==> src/rtl/seq_divider.sv <==
// seq_divider: restoring divider that produces one quotient bit per clock, with a start/done handshake.
// Define SEQ_DIV_SIGNED_EN to treat A, B, Q and R as two's complement; the default build is unsigned.
module seq_divider #(
   parameter int unsigned n = 8
) (
   input  logic         clk,
   input  logic         rst,
   input  logic         start,
   input  logic [n-1:0] A,
   input  logic [n-1:0] B,
   output logic         busy,
   output logic         done,
   output logic [n-1:0] Q,
   output logic [n-1:0] R,
   output logic         div_by_zero
);

   localparam int unsigned CW = (n > 2) ? $clog2(n) : 1;

   typedef enum logic [1:0] {IDLE, RUN, FIN} state_t;

   state_t        state_q, state_d;
   logic [n:0]    p_q, p_d, p_shift, diff;
   logic [n-1:0]  dvd_q, dvd_d, dvs_q, dvs_d;
   logic [n-1:0]  q_q, q_d, r_q, r_d;
   logic [n-1:0]  a_in, b_in, q_fin, r_fin, r_raw;
   logic [CW-1:0] cnt_q, cnt_d;
   logic          dbz_q, dbz_d, done_q, done_d, dz_q, dz_d;
   logic          negq_q, negq_d, negr_q, negr_d, negq_in, negr_in;

`ifdef SEQ_DIV_SIGNED_EN
   // Magnitudes go through the unsigned datapath; signs are restored on the FIN edge.
   always_comb begin
      a_in    = A[n-1] ? -A : A;
      b_in    = B[n-1] ? -B : B;
      negq_in = A[n-1] ^ B[n-1];
      negr_in = A[n-1];
   end
`else
   always_comb begin
      a_in    = A;
      b_in    = B;
      negq_in = 1'b0;
      negr_in = 1'b0;
   end
`endif

   always_ff @(posedge clk or posedge rst) begin
      if (rst) state_q <= IDLE;
      else     state_q <= state_d;
   end

   always_comb begin
      state_d = state_q;
      unique case (state_q)
         IDLE:    if (start) state_d = (B == '0) ? FIN : RUN;
         RUN:     if (cnt_q == '0) state_d = FIN;
         FIN:     state_d = IDLE;
         default: state_d = IDLE;
      endcase
   end

   always_comb begin
      p_shift = {p_q[n-1:0], dvd_q[n-1]};
      diff    = p_shift - {1'b0, dvs_q};
      r_raw   = dbz_q ? dvd_q : p_q[n-1:0];
      q_fin   = dbz_q ? '1 : (negq_q ? -dvd_q : dvd_q);
      r_fin   = negr_q ? -r_raw : r_raw;

      p_d    = p_q;
      dvd_d  = dvd_q;
      dvs_d  = dvs_q;
      cnt_d  = cnt_q;
      dbz_d  = dbz_q;
      negq_d = negq_q;
      negr_d = negr_q;
      q_d    = q_q;
      r_d    = r_q;
      dz_d   = dz_q;
      done_d = 1'b0;

      unique case (state_q)
         IDLE: begin
            if (start) begin
               p_d    = '0;
               dvd_d  = a_in;
               dvs_d  = b_in;
               cnt_d  = CW'(n - 1);
               dbz_d  = (B == '0);
               negq_d = negq_in;
               negr_d = negr_in;
            end
         end
         RUN: begin
            // A non-negative trial difference keeps the subtraction and yields a 1 quotient bit.
            if (!diff[n]) begin
               p_d   = diff;
               dvd_d = {dvd_q[n-2:0], 1'b1};
            end else begin
               p_d   = p_shift;
               dvd_d = {dvd_q[n-2:0], 1'b0};
            end
            cnt_d = cnt_q - 1'b1;
         end
         FIN: begin
            q_d    = q_fin;
            r_d    = r_fin;
            dz_d   = dbz_q;
            done_d = 1'b1;
         end
         default: ;
      endcase
   end

   always_ff @(posedge clk or posedge rst) begin
      if (rst) begin
         p_q    <= '0;
         dvd_q  <= '0;
         dvs_q  <= '0;
         cnt_q  <= '0;
         dbz_q  <= 1'b0;
         negq_q <= 1'b0;
         negr_q <= 1'b0;
         q_q    <= '0;
         r_q    <= '0;
         dz_q   <= 1'b0;
         done_q <= 1'b0;
      end else begin
         p_q    <= p_d;
         dvd_q  <= dvd_d;
         dvs_q  <= dvs_d;
         cnt_q  <= cnt_d;
         dbz_q  <= dbz_d;
         negq_q <= negq_d;
         negr_q <= negr_d;
         q_q    <= q_d;
         r_q    <= r_d;
         dz_q   <= dz_d;
         done_q <= done_d;
      end
   end

   assign busy        = (state_q != IDLE);
   assign done        = done_q;
   assign Q           = q_q;
   assign R           = r_q;
   assign div_by_zero = dz_q;

endmodule

==> config.mk <==
export PLATFORM = sky130hd
export DESIGN_NAME = seq_divider
export DESIGN_NICKNAME = d
export VERILOG_FILES = /design/src/rtl/seq_divider.sv
export SDC_FILE = /design/constraint.sdc
export NUM_CORES = 1
export LEC_CHECK = 0
export ABC_AREA = 1
export CELL_PAD_IN_SITES_DETAIL_PLACEMENT = 1
export CELL_PAD_IN_SITES_GLOBAL_PLACEMENT = 1
export CORE_MARGIN = 2
export CORE_UTILIZATION = 40
export DETAILED_ROUTE_END_ITERATION = 10
export PLACE_DENSITY_LB_ADDON = 0.08
export SYNTH_ARGS = -nofsm -noshare
export SYNTH_HDL_FRONTEND = slang
export SYNTH_SLANG_ARGS = --single-unit
export TNS_END_PERCENT = 5
==> constraint.sdc <==
create_clock -name clk -period 2.6 [get_ports clk]
set_clock_uncertainty 0.2 [all_clocks]
set_input_delay 0.65 -clock clk [delete_from_list [all_inputs] [get_ports clk]]
set_output_delay 0.65 -clock clk [all_outputs]
set_load 0.02 [all_outputs]
==> flow_summary.toml, run 1 <==
[power_and_ir_drop]
ir_drop_uv = 570
powerDensity_nw_per_um2 = 1420
leakage_nw = 1.59

[timing]
finalSetupViolCount = 0
relSlewSlack = 0.630
period_share = 0.882
fin_ws_ns = 0.306
fmax_mhz = 436
min_period_ns = 2.29
finalHoldViolCount = 0
tightestPinTransition_ns = 0.554
tns_ns = 0
rsz0062_at_grt = "false"
slew_viol_final = 0

[clocking]
cts.sinks = 48
clk_pin_slew_ns = 0.09
clk_latency_ns = 0.30
cts_tree = "done"
numCtsBuffers = 5
cts_root_buffer = "clkbuf_8"
htreeDepth = 2
cts_hold_buf = 0
cts_resized = 0
cts_setup_buffers = 0
clock_tree.buffer_depth = 2

[floorplanning]
core_area_um2 = 6280
dieHeight_um = 84
num_rows = 29
start_util = 0.408
die_w_um = 84
boundaryPins = 38
dieArea_um2 = 7060

[routing]
firstDrtPassIters = 4
ant_nets = 0
viasPerCell = 4.95
drt_wl_total_um = 6350
drt_iter0_drc = 95
vias = 2190
route.detailed.drc = 0
wl_per_cell_um = 14.4

[logic_synthesis]
synth.avg_cell_area_um2 = 7.97
ys_types = 31
yosys_warnings = 0
synth_seq_area_share = 0.469
syn-num-nets = 351
synth_cells = 321
synth_seq_cells = 48
netlist_area_um2 = 2560

[worst_hold_path]
hold_class = "flop to flop"

[grt]
grt_pass1_vias = 2318
grt_max_degree = 31
grt_pass1_wl_um = 11000
grt_remaining_overflow = 0
track_usage = 0.194
grt_antenna_before_repair = 0

[setup_path]
path_max_fanout = 4
cp-start-kind = "flop"
crit_chain = "nor2_1, inv_1, clkdlybuf4s50_1"
critPathKind = "flop to primary output"
cp.arrival_ns = 1.44
critPathBufInv = 2
endpoint_kind = "primary output"
cpPeakStageDelay_ns = 0.54
crit_family = "buffers and inverters"
cp_slowest_cell = "clkdlybuf4s50_1"
cp.required_ns = 1.75

[placed_design]
io_buffers = 37
placed_area_um2 = 3050
pre_cts_ws_ns = 0.384
post-dp-hpwl_um = 4840
place_congestion = 0.823

[run_status]
outcome = "completed"

[layout]
final_layout_size_suffix_gt1_frac = 0.0822
final_cell_area_um2 = 3150
finalNetCount = 394
postLayoutCoreUtil = 0.501
n_antenna_cell = 0
area_delta_synth_final_pct = 22.9

[run]
cap_violations = 0
## Yosys cell counts
cell	instances	share of area
nor2_2	3	0.0073
nand3_2	1	0.0039
inv_2	1	0.0015
buf_2	3	0.0059
a22oi_1	2	0.0059
nor2_1	32	0.047
nand2_4	1	0.0044
nand2_8	1	0.0078
xor2_1	2	0.0068
xnor2_1	1	0.0034
buf_4	1	0.0029
dfrtp_1	48	0.47
o21bai_1	1	0.0029
or2_1	1	0.0024
nand3_1	15	0.029
clkbuf_1	3	0.0044
a21oi_1	11	0.022
nand4_1	3	0.0073
inv_1	52	0.076
clkinv_1	1	0.0015
o21ai_0	31	0.061
nand3b_1	4	0.012
nand2_2	5	0.012
o22ai_1	8	0.020
a21oi_2	1	0.0034
ha_1	10	0.049
o221a_2	1	0.0044
nand2_1	75	0.11
fa_1	1	0.0078
nand3_4	1	0.0068
o31ai_1	1	0.0029
## stage by stage
stage / hold WS [ns] / total power, mW / instances
floorplan: 0.253 / 3.16 / 321
global placement: 0.270 / 3.93 / 434
detailed placement: 0.274 / 4.02 / 434
CTS: 0.298 / 4.52 / 442
global route: 0.319 / 4.92 / 442
finish: 0.293 / 4.45 / 442
## path summary, 6_finish.rpt
check / cells after the start / to / from / slack, ns
max: 3 / busy / state_q[0]$_DFFE_PP0P_ / 0.31
min: 2 / R[4]$_DFFE_PP0P_ / R[4]$_DFFE_PP0P_ / 0.29
max reg2reg: 13 / p_q[4]$_DFFE_PP0P_ / dvd_q[7]$_DFFE_PP0P_ / 0.38
min reg2reg: 2 / R[4]$_DFFE_PP0P_ / R[4]$_DFFE_PP0P_ / 0.29
max in group asynchronous: 3 / state_q[1]$_DFFE_PP0P_ / rst / 1.22
min in group asynchronous: 2 / Q[1]$_DFFE_PP0P_ / rst / 0.46
## worst register-to-register path, stage by stage (launching register included)
cell and delay (ns):
dfrtp_1 0.36, inv_1 0.09, ha_1 0.24, fa_1 0.40, inv_1 0.07, nand2_1 0.05
nand2_2 0.09, nand3_2 0.10, nand2_2 0.11, nand2_4 0.10, nand2_8 0.11, nand2_1 0.06
nand3_1 0.08, nand2_1 0.06
## sequential cells by signal, summed over array words and instances (netlist names)
register,cells
cnt_q,3
done,1
div_by_zero,1
dvs_q,8
dbz_q,1
p_q,8
R,8
dvd_q,8
state_q,2
Q,8
## placed cells by master (no fill, tap or decap), types with 5 or more instances in the layout
cell type,n
nand2_1,75
inv_1,51
dfrtp_1,48
clkdlybuf4s50_1,37
nor2_1,32
o21ai_0,31
nand3_1,15
a21oi_1,11
ha_1,10
o22ai_1,8
clkbuf_8,6
nand2_2,5
buf_4,5
## cell families (layout without fill, tap and decap cells)
group	count (synthesis)	after routing	synth area share
AO/OA/AOI/OAI	56	56	0.121
XOR/XNOR	3	3	0.0103
adder cells (fa/ha/maj)	11	11	0.0567
buffers and inverters	61	105	0.0924
flip-flops	48	48	0.469
AND/OR/NAND/NOR	142	142	0.250
## power by group
part	switching, mW	internal, mW
logic	1.60	1.03
clock network	0.265	0.218
registers	0.255	1.09
total	2.12	2.34
## routing by layer
metal	global-route usage	vias up	part of all wire
li1	-	1104	-
met1	0.266	1051	0.50
met2	0.321	30	0.47
met3	0.0326	5	0.025
met4	0.0484	0	0.0084
met5	0	-	0
## layout make-up
class / count / area [um^2]
clock inverters: 2 / 13.8
repair buffers: 43 / 428
flip-flops and latches: 48 / 1200
multi-input cells: 212 / 1120
fillers: 778 / 3130
inverters: 54 / 203
well taps: 77 / 96.3
clock buffers: 6 / 82.6
No activity file was read; power rests on OpenSTA's default activity.
==> run 2: changes to the inputs <==
CTS_CLUSTER_DIAMETER = 50   (was not set)
SLEW_MARGIN = 20   (was not set)
==> results of run 2 <==
Final layout, timing and power as in run 1 (identical DEF).
